## src/rtl/jtag_tap_oversampled.sv

```systemverilog
// jtag_tap_oversampled: device-side IEEE 1149.1 TAP controller.
// The JTAG pins are oversampled in the core clock domain. The block holds the
// 16-state TAP FSM, the instruction register, IDCODE and BYPASS. Any other
// instruction is exposed through capture/shift/update strobes.
module jtag_tap_oversampled #(
  parameter int                           INSTRUCTION_WIDTH = 4,
  parameter logic [INSTRUCTION_WIDTH-1:0] IDCODE_INSTR      = 4'h1,
  parameter logic [INSTRUCTION_WIDTH-1:0] BYPASS_INSTR      = 4'hF,
  parameter logic [31:0]                  IDCODE_VALUE      = 32'h4e595a01
) (
  input  logic                         clk,
  input  logic                         reset_n,
  input  logic                         jtag_tck,
  input  logic                         jtag_tms,
  input  logic                         jtag_tdi,
  input  logic                         jtag_trst,
  output logic                         jtag_tdo,
  output logic [INSTRUCTION_WIDTH-1:0] instruction,
  output logic                         capture_dr,
  output logic                         shift_dr,
  output logic                         update_dr,
  output logic                         data_tdi,
  input  logic                         data_tdo
);

  typedef enum logic [3:0] {
    TLR, IDLE,
    SEL_DR, CAP_DR, SH_DR, EX1_DR, PAU_DR, EX2_DR, UPD_DR,
    SEL_IR, CAP_IR, SH_IR, EX1_IR, PAU_IR, EX2_IR, UPD_IR
  } tapState_t;

  logic [1:0]                   r_tckSync;
  logic [1:0]                   r_tmsSync;
  logic [1:0]                   r_tdiSync;
  logic [1:0]                   r_trstSync;
  logic                         r_tckPrev;
  tapState_t                    r_state;
  tapState_t                    w_nextState;
  logic [INSTRUCTION_WIDTH-1:0] r_instruction;
  logic [INSTRUCTION_WIDTH-1:0] r_irShift;
  logic [31:0]                  r_idShift;
  logic                         r_bypass;
  logic                         r_tdo;

  logic w_tck;
  logic w_tms;
  logic w_tdi;
  logic w_trst;
  logic w_tckRise;
  logic w_tckFall;
  logic w_isIdcode;
  logic w_isBypass;

  assign w_tck      = r_tckSync[1];
  assign w_tms      = r_tmsSync[1];
  assign w_tdi      = r_tdiSync[1];
  assign w_trst     = r_trstSync[1];
  assign w_tckRise  = w_tck & ~r_tckPrev;
  assign w_tckFall  = ~w_tck & r_tckPrev;
  assign w_isIdcode = (r_instruction == IDCODE_INSTR);
  assign w_isBypass = (r_instruction == BYPASS_INSTR);

  // Two-flop synchronizers for every pin, plus a delayed tck copy for edge detection.
  always_ff @(posedge clk or negedge reset_n) begin
    if (!reset_n) begin
      r_tckSync  <= '0;
      r_tmsSync  <= '0;
      r_tdiSync  <= '0;
      r_trstSync <= '0;
      r_tckPrev  <= 1'b0;
    end else begin
      r_tckSync  <= {r_tckSync[0], jtag_tck};
      r_tmsSync  <= {r_tmsSync[0], jtag_tms};
      r_tdiSync  <= {r_tdiSync[0], jtag_tdi};
      r_trstSync <= {r_trstSync[0], jtag_trst};
      r_tckPrev  <= r_tckSync[1];
    end
  end

  // TAP state register.
  always_ff @(posedge clk or negedge reset_n) begin
    if (!reset_n) begin
      r_state <= TLR;
    end else begin
      r_state <= w_nextState;
    end
  end

  // Next-state logic: trst overrides everything, otherwise step on each tck rise.
  always_comb begin
    w_nextState = r_state;
    if (w_trst) begin
      w_nextState = TLR;
    end else if (w_tckRise) begin
      case (r_state)
        TLR:     w_nextState = w_tms ? TLR    : IDLE;
        IDLE:    w_nextState = w_tms ? SEL_DR : IDLE;
        SEL_DR:  w_nextState = w_tms ? SEL_IR : CAP_DR;
        CAP_DR:  w_nextState = w_tms ? EX1_DR : SH_DR;
        SH_DR:   w_nextState = w_tms ? EX1_DR : SH_DR;
        EX1_DR:  w_nextState = w_tms ? UPD_DR : PAU_DR;
        PAU_DR:  w_nextState = w_tms ? EX2_DR : PAU_DR;
        EX2_DR:  w_nextState = w_tms ? UPD_DR : SH_DR;
        UPD_DR:  w_nextState = w_tms ? SEL_DR : IDLE;
        SEL_IR:  w_nextState = w_tms ? TLR    : CAP_IR;
        CAP_IR:  w_nextState = w_tms ? EX1_IR : SH_IR;
        SH_IR:   w_nextState = w_tms ? EX1_IR : SH_IR;
        EX1_IR:  w_nextState = w_tms ? UPD_IR : PAU_IR;
        PAU_IR:  w_nextState = w_tms ? EX2_IR : PAU_IR;
        EX2_IR:  w_nextState = w_tms ? UPD_IR : SH_IR;
        UPD_IR:  w_nextState = w_tms ? SEL_DR : IDLE;
        default: w_nextState = TLR;
      endcase
    end
  end

  // Instruction, IR/DR shift registers and tdo; tdo only moves on tck falls.
  always_ff @(posedge clk or negedge reset_n) begin
    if (!reset_n) begin
      r_instruction <= IDCODE_INSTR;
      r_irShift     <= '0;
      r_idShift     <= '0;
      r_bypass      <= 1'b0;
      r_tdo         <= 1'b0;
    end else begin
      if (w_trst || r_state == TLR) begin
        r_instruction <= IDCODE_INSTR;
      end else if (w_tckRise && r_state == UPD_IR) begin
        r_instruction <= r_irShift;
      end

      if (w_tckRise && !w_trst) begin
        case (r_state)
          CAP_IR: r_irShift <= INSTRUCTION_WIDTH'(1);
          SH_IR:  r_irShift <= {w_tdi, r_irShift[INSTRUCTION_WIDTH-1:1]};
          CAP_DR: begin
            if (w_isIdcode) begin
              r_idShift <= IDCODE_VALUE;
            end else if (w_isBypass) begin
              r_bypass <= 1'b0;
            end
          end
          SH_DR: begin
            if (w_isIdcode) begin
              r_idShift <= {w_tdi, r_idShift[31:1]};
            end else if (w_isBypass) begin
              r_bypass <= w_tdi;
            end
          end
          default: begin
          end
        endcase
      end

      if (w_tckFall) begin
        case (r_state)
          SH_IR: r_tdo <= r_irShift[0];
          SH_DR: begin
            if (w_isIdcode) begin
              r_tdo <= r_idShift[0];
            end else if (w_isBypass) begin
              r_tdo <= r_bypass;
            end else begin
              r_tdo <= data_tdo;
            end
          end
          default: begin
          end
        endcase
      end
    end
  end

  assign capture_dr  = w_tckRise & ~w_trst & (r_state == CAP_DR);
  assign shift_dr    = w_tckRise & ~w_trst & (r_state == SH_DR);
  assign update_dr   = w_tckRise & ~w_trst & (r_state == UPD_DR);
  assign data_tdi    = w_tdi;
  assign jtag_tdo    = r_tdo;
  assign instruction = r_instruction;

endmodule

```

## config.mk

```make
export PLATFORM = sky130hd
export DESIGN_NAME = jtag_tap_oversampled
export DESIGN_NICKNAME = d
export VERILOG_FILES = /design/src/rtl/jtag_tap_oversampled.sv
export SDC_FILE = /design/constraint.sdc
export NUM_CORES = 1
export LEC_CHECK = 0
export BUFFER_PORTS_ARGS = -buffer_cell sky130_fd_sc_hd__buf_2
export CAP_MARGIN = 15
export CORE_MARGIN = 10
export CORE_UTILIZATION = 59
export CTS_CLUSTER_SIZE = 24
export DETAILED_ROUTE_END_ITERATION = 6
export PLACE_DENSITY = 0.78
export SYNTH_ARGS = -nofsm -noshare
export SYNTH_HDL_FRONTEND = slang
export SYNTH_SLANG_ARGS = --single-unit
```

## constraint.sdc

```tcl
create_clock -name clk -period 2.1 [get_ports clk]
set_input_delay 0.21 -clock clk [delete_from_list [all_inputs] [get_ports clk]]
set_output_delay 0.21 -clock clk [all_outputs]
set_load 0.05 [all_outputs]
```

# Word level (Yosys, flattened, before mapping)
# Index checks and enable logic that the tools add are counted.
# totals
regBits	55
output_inout_bits	9
# classes
eq_ne	23
muxes	29
n_bitwise	9
n_reduce_logical	17
# op_table
op	n
2-to-1 mux 32 bit	2
case mux 32 bit (2 select lines)	1
case mux 4 bit (12 select lines)	1
== test 4 bit (second input constant)	9
2-to-1 mux 4 bit	8
== test 4 x 3 -> 1 bit (second input constant)	4
inequality test 2 bit (second input constant)	6
nonzero test 2 bit	5
2-to-1 mux 1 bit	9
== test 4 x 1 -> 1 bit (second input constant)	2
== test 4 x 2 -> 1 bit (second input constant)	2
case mux 4 bit (2 select lines)	1
AND 1 bit	6
2-to-1 mux 2 bit	3
2-to-1 mux 3 bit	2
AND reduction 6 bit	1
zero test 4 bit	1
case mux 1 bit (2 select lines)	2
AND reduction 2 bit	2
AND reduction 4 bit	1
OR reduction 2 bit	2
inverter 1 bit	3
OR reduction 3 bit	1
logical AND 1 bit	2
other kinds (2)	2

# Longest topological paths before layout
# Gate-level depths: netlist (run 1).
# logic_depth
depth_word	5
depth_mapped	6
ltp_nobuf	4

# Worst setup path after synthesis (run 1)
# No wires, ideal clock.
# synth_path
path_kind	reg-to-reg
startpoint	reg r_state[3]
endpoint	reg r_bypass
setup_time_ps	67
arrival_ps	1924
required_ps	2033
slack_ps	110
stages_incl_launch_ff	4
path_buffers	0
cell_sequence	dfrtp_1 or4b_4 nor2_1 a31o_2
# synth_via
elab_chain_len	3
word_cells_on_any_way	9
# synth_rtl
item	line_no	rtl
from (decl)	37	tapState_t r_state;
from (signal assigned)	85	r_state <= w_nextState;
== test 4 x 3 -> 1 bit / == test 4 x 2 -> 1 bit (equally long branches)	133	case (r_state)
inequality test 2 bit (no source line) / nonzero test 2 bit (equally long branches)	--	
AND reduction 6 bit (no source line)	--	
to (signal assigned)	147	r_bypass <= w_tdi;
to (decl)	42	logic r_bypass;
# Several ways; a longest one is shown, not always the timed one.
# A chain may end at the register's enable or synchronous reset.

# Final worst setup path (run 1)
# layout_path
startpoint	reg r_state[2]
endpoint	out shift_dr
# layout_via
elab_chain_len	2
# layout_rtl
item	line_no	rtl
== test 4 x 3 -> 1 bit	175	assign shift_dr = w_tckRise & ~w_trst & (r_state == SH_DR);
AND 1 bit	175	
to (decl)	20	output logic shift_dr,
# No other way between the ends.

==> impl_metrics.ini, run 1 <==
[global_routing]
grt.total_usage_pct = 13.44
grt_overflow = 0
grt_pass1_vias = 1679
grt_pass1_wl_mm = 7.935
antenna_found_initial = 0
grt_max_degree = 29

[logic_synthesis]
async_flop_share_pct = 100.0
synthTopCellsByArea = dfrtp_1 57%, a22o_1 7.4%, o22a_1 4.8%, o21ai_0 2.5%, nor2_1 2.2%
yosysSeqAreaShare_pct = 58.41
yosysMostFrequentCell = dfrtp_1
synth_edf_count = 0
synth_area_um2 = 2359
synth-seq-cells = 55
yosysTopAreaCellShare_pct = 57.29
syn_avg_cell_area_um2 = 11.73
synth_warnings = 0
yosys-top-cells-count = 54 x dfrtp_1, 20 x a22o_1, 14 x nor2_1, 13 x o22a_1
dominantRegCellSynth = dfrtp_1
postSynthCellCount = 201
netlist-cell-type-count = 47
synth_fp_nets = 208
synth_top_cell_by_area = dfrtp_1

[power_and_ir_drop]
power_frac_seq_pct = 59.3
leakage_nw = 1.216
power_switching_w = 0.0003982
swShare_pct = 21.01
power.density_nw_per_um2 = 722.3
vdd_ir_drop_max_uv = 565.9
p_int_w = 0.001497
clkPwrFrac_pct = 34.5
combPwrFrac_pct = 6.2
p_total_w = 0.001895

[clock_tree]
numCtsBuffers = 5
clock_sinks = 55
root_buffer = clkbuf_8
cts_tree = built
htreeDepth = 2
clkTransAtPathRegs_ns = 0.09
insertion_delay_ns = 0.30
cts_max_path_buffers = 2

[detailed_routing]
wirelength_mm = 4.477
wl_per_cell_um = 16.52
viasPerCell = 5.978
first_pass_iters = 4
ant_nets = 0
num_vias = 1620
drc = 0
drtIter0Drc = 80

[flow_run]
cap_viol_max_count = 0

[critical_path]
reg2reg_from = r_state[2]
worstPathCellList = or4b_4 -> nor2_1 -> clkbuf_4
critical_path_arrival_ns = 1.79
rr_endpoint = r_idShift[20]
critical-path-slowest-cell = or4b_4
crit_required_ns = 1.89
cpPeakStageDelay_ns = 0.55
r2r_cells = 4
path_class = reg -> out
crit_path_end_kind = output pin
rrSetupSlack_ns = 0.27
path_max_fanout = 9
crit_path_start_kind = flop

[timing]
rsz0062_at_grt = false
fmax_mhz = 501.1
tightest_slew_ns = 0.4331
fin_crit_ns = 1.995
fin_crit_sh_pct = 95.02
setup_viol = 0
hold_viol = 0
tns_ns = 0
maxSlewViolCount = 0
relSlewSlack_pct = 71.07
clock_skew_ns = 0.006694

[placed_design]
dp_hpwl_mm = 3.137
place_congestion = 0.8627
portBuffers = 15

[die]
floorplan.initialDensity_pct = 62.54
core_region_area_um2 = 3771
std_cell_rows = 22
die_w_um = 83.23
die-area_um2 = 6926
die_height_um = 83.23
io_pins = 16

[final_layout]
drive_above_1_share_pct = 17.94
antennaDiodeCount = 0
fillers = 275
area_delta_synth_final_pct = 11.25
fin_nets = 230

[hold_path]
hold_end = r_tckSync[0]
whs_path_depth = 1
hp-start = jtag_tck
min_path_type = in -> reg

[status]
run_status = finished, final reports clean
routing by layer:
layer,vias to the layer above,routed length (µm),global-route usage [%]
met5,-,0,0
met4,0,44,6.308
met3,4,217,3.711
met2,40,2184,21.51
met1,796,2030,16.28
li1,780,-,-
through the flow:
| step | setup slack, ns | instances | utilization, % | hold slack (ns) | instance area [µm²] |
|---|---|---|---|---|---|
| after floorplan | 0.1096 | 201 | - | -0.08559 | 2359 |
| after global placement | 0.3910 | 260 | 65.73 | 0.1211 | 2479 |
| after detailed placement | 0.3019 | 260 | 65.73 | 0.1349 | 2479 |
| after CTS | 0.07528 | 268 | 68.71 | 0.002554 | 2591 |
| after global routing | 0.008306 | 271 | 69.58 | 0.004470 | 2624 |
| final | 0.1045 | 271 | 69.58 | 0.02027 | 2624 |
placed cells by master, fill, tap and decap left out, types with 2 or more instances in the layout:
cell           synthesis  routed
buf_2                  5      14
nor3_1                 2       2
mux2i_1                3       3
and3_1                 3       3
o22a_1                13      13
dlygate4sd3_1          0       4
nor2_1                14      14
a21oi_1                7       7
inv_1                  5       5
a2bb2oi_1              3       3
nor2b_1                3       3
a22o_1                20      20
nand3_1                2       2
buf_4                  1      10
nand4b_1               2       2
and4_1                 3       3
o21ai_0               12      12
dfrtp_1               54      54
nand2_1               12      12
a31oi_1                2       2
nand2b_1               5       5
clkbuf_8               0       5
final cells by class:
| class | count | area [µm²] | area share [%] |
|---|---|---|---|
| clock buffers | 6 | 72.57 | 2.766 |
| clock inverters | 1 | 30.03 | 1.144 |
| inverters | 5 | 18.77 | 0.7153 |
| multi-input cells | 127 | 872.1 | 33.24 |
| flip-flops and latches | 55 | 1378 | 52.50 |
| well taps | 48 | 60.06 | 2.289 |
| repair buffers | 29 | 192.7 | 7.344 |
cells by family after synthesis:
family                 share of synthesized area (%)
flip-flops                                     58.41
multiplexers                                   1.273
AO/OA/AOI/OAI                                  21.06
XOR/XNOR                                      0.3714
AND/OR/NAND/NOR                                14.27
buffers and inverters                          4.615
worst max path at each step:
| stage | to | start | depth (start not counted) | slack [ns] |
|---|---|---|---|---|
| floorplan | r_bypass | r_state[3] | 3 | 0.11 |
| global placement | r_idShift[16] | r_state[2] | 4 | 0.39 |
| detailed placement | r_idShift[20] | r_state[2] | 4 | 0.30 |
| CTS | shift_dr | r_state[2] | 3 | 0.08 |
| global route | shift_dr | r_state[2] | 3 | 0.008 |
| finish | shift_dr | r_state[2] | 3 | 0.10 |
power groups by stage:
stage	Sequential (W)	Clock (W)	Combinational, W
after CTS	0.00112	0.000673	0.000115
after floorplan	0.00114	0	0.0000613
after global placement	0.00114	0	0.000106
final	0.00112	0.000654	0.000117
after global routing	0.00113	0.000733	0.000132
after detailed placement	0.00114	0	0.000112
state kept, by name, summed over array words and instances, names as in the netlist, 2 cells and up:
name	flops
instruction	4
r_idShift	32
r_irShift	4
r_state	4
r_tckSync	2
r_tdiSync	2
r_tmsSync	2
r_trstSync	2
repair_timing:
| action | CTS | global route |
|---|---|---|
| gates resized for setup | 0 | 1 |
| hold endpoints to repair | 12 | 3 |
| hold buffers | 1 | 3 |
| setup buffers | 0 | 0 |
| setup endpoints to repair | 0 | 1 |
critical path: cells and delay by family, from the launching register on:
| kind | cells | cell delay [ns] |
|---|---|---|
| and+or+nand+nor | 2 | 0.74 |
| DFF | 1 | 0.47 |
| buffers and inverters | 1 | 0.27 |
No activity file was read; power rests on OpenSTA's default activity.
==> run 2, diff against run 1 <==
CORE_UTILIZATION = 60   (was 59)
CTS_BUF_LIST = sky130_fd_sc_hd__clkbuf_8   (was not set)
MAX_ROUTING_LAYER = met4   (was not set)
PLACE_DENSITY = 0.79   (was 0.78)
RECOVER_POWER = 50   (was not set)
==> impl_metrics.ini, run 2 (same netlist as run 1, synthesis figures left out) <==
[die]
std_cell_rows = 22
die_w_um = 82.70
core_region_area_um2 = 3744
floorplan.initialDensity_pct = 63.00
die_height_um = 82.70
io_pins = 16
die-area_um2 = 6838

[detailed_routing]
viasPerCell = 6.144
wl_per_cell_um = 17.33
drtIter0Drc = 226
num_vias = 1659
drc = 0
wirelength_mm = 4.680
first_pass_iters = 4
ant_nets = 0

[critical_path]
path_class = reg -> out
critical_path_arrival_ns = 1.82
path_max_fanout = 15
crit_path_end_kind = output pin
crit_path_start_kind = flop
crit_required_ns = 1.89

[global_routing]
grt_pass1_vias = 1590
grt_pass1_wl_mm = 7.659
antenna_found_initial = 0
grt_max_degree = 35
grt.total_usage_pct = 15.01
grt_overflow = 0

[power_and_ir_drop]
vdd_ir_drop_max_uv = 522.5
power.density_nw_per_um2 = 689.5
p_total_w = 0.001781
leakage_nw = 1.174

[final_layout]
fillers = 290
regArea_um2 = 1379
top_register = r_idShift
multiInputGateArea_um2 = 872.1
final_common_cell = dfrtp_1
layout_common_cells = 53 x dfrtp_1, 20 x a22o_1, 14 x nor2_1, 13 x o22a_1
area_delta_synth_final_pct = 9.496
largest_register_ff_count = 32
utilization_pct = 68.98
drive_above_1_share_pct = 14.86
fin_nets = 228
antennaDiodeCount = 0
stdcell_count = 270

[timing]
fmax_mhz = 493.1
fin_crit_sh_pct = 96.58
setup_viol = 0
relSlewSlack_pct = 47.41
clock_skew_ns = 0.008786
maxSlewViolCount = 0
tns_ns = 0
rsz0062_at_grt = false
tightest_slew_ns = 0.7889
fin_crit_ns = 2.028
hold_viol = 0

[clock_tree]
root_buffer = clkbuf_8
clkTransAtPathRegs_ns = 0.09
cts_tree = built
insertion_delay_ns = 0.30
clock_sinks = 55
post_cts.repair.setup_buffers = 0
htreeDepth = 2
cts_max_path_buffers = 2
numCtsBuffers = 5

[placed_design]
portBuffers = 15
dp_hpwl_mm = 3.198
place_inst = 257
place_congestion = 0.8727

[flow_run]
cap_viol_max_count = 0

[hold_path]
min_path_type = in -> reg

[status]
run_status = finished, final reports clean
[run 2: area by class of cell]
cell class / instances / share of cell area [%]
inverter: 5 / 0.7267
timing repair buffer: 27 / 6.492
sequential: 55 / 53.39
clock inverter: 3 / 0.6298
clock buffer: 5 / 2.665
tap: 48 / 2.326
multi-input combinational: 127 / 33.77
[run 2: critical path: stages (launching register included)]
cell	delay, ns
dfrtp_2	0.51
or4b_4	0.56
nor2_1	0.21
buf_4	0.24
[run 2: metrics by stage]
| stage | worst slack, ns | area (µm²) | hold WS [ns] |
|---|---|---|---|
| CTS | 0.05166 | 2554 | 0.001141 |
| finish | 0.07182 | 2582 | 0.3435 |
| global route | 0.02769 | 2582 | 0.3717 |
| detailed placement | 0.2575 | 2456 | 0.3013 |
| global placement | 0.3458 | 2456 | 0.2838 |
| floorplan | 0.1096 | 2359 | -0.08559 |
[run 2: timing repair]
| item | 4_1_cts | 5_1_grt |
|---|---|---|
| endpoints found under the hold margin | 31 | 4 |
| resized for setup | 1 | 1 |
| hold buffers | 1 | 4 |
| endpoints found under the setup margin | 1 | 1 |
[run 2: per-layer routing]
| layer | up-vias | track usage (%) | share of wire [%] |
|---|---|---|---|
| met5 | - | - | 0 |
| met4 | 0 | 4.181 | 0.88 |
| met3 | 6 | 4.428 | 6.6 |
| met2 | 67 | 24.07 | 50 |
| met1 | 815 | 18.02 | 43 |
| li1 | 771 | - | - |
[run 2: power by group]
part / switching, W / leakage [nW] / internal (W)
logic: 0.0000616 / 0.392 / 0.0000457
registers: 0.0000294 / 0.737 / 0.00110
clock network: 0.000318 / 0.0453 / 0.000229
[run 2: final timing paths]
check                           cells past startpoint     startpoint  slack [ns]              to
worst min register to register                      0   r_tdiSync[0]        0.36    r_tdiSync[1]
worst max register to register                      4  r_trstSync[1]        0.19   r_idShift[21]
max in group asynchronous                           3        reset_n        0.44   r_idShift[15]
min in group asynchronous                           2        reset_n        0.51  instruction[3]
worst max-delay path                                3     r_state[1]        0.07        shift_dr
worst min-delay path                                4       data_tdo        0.34        jtag_tdo
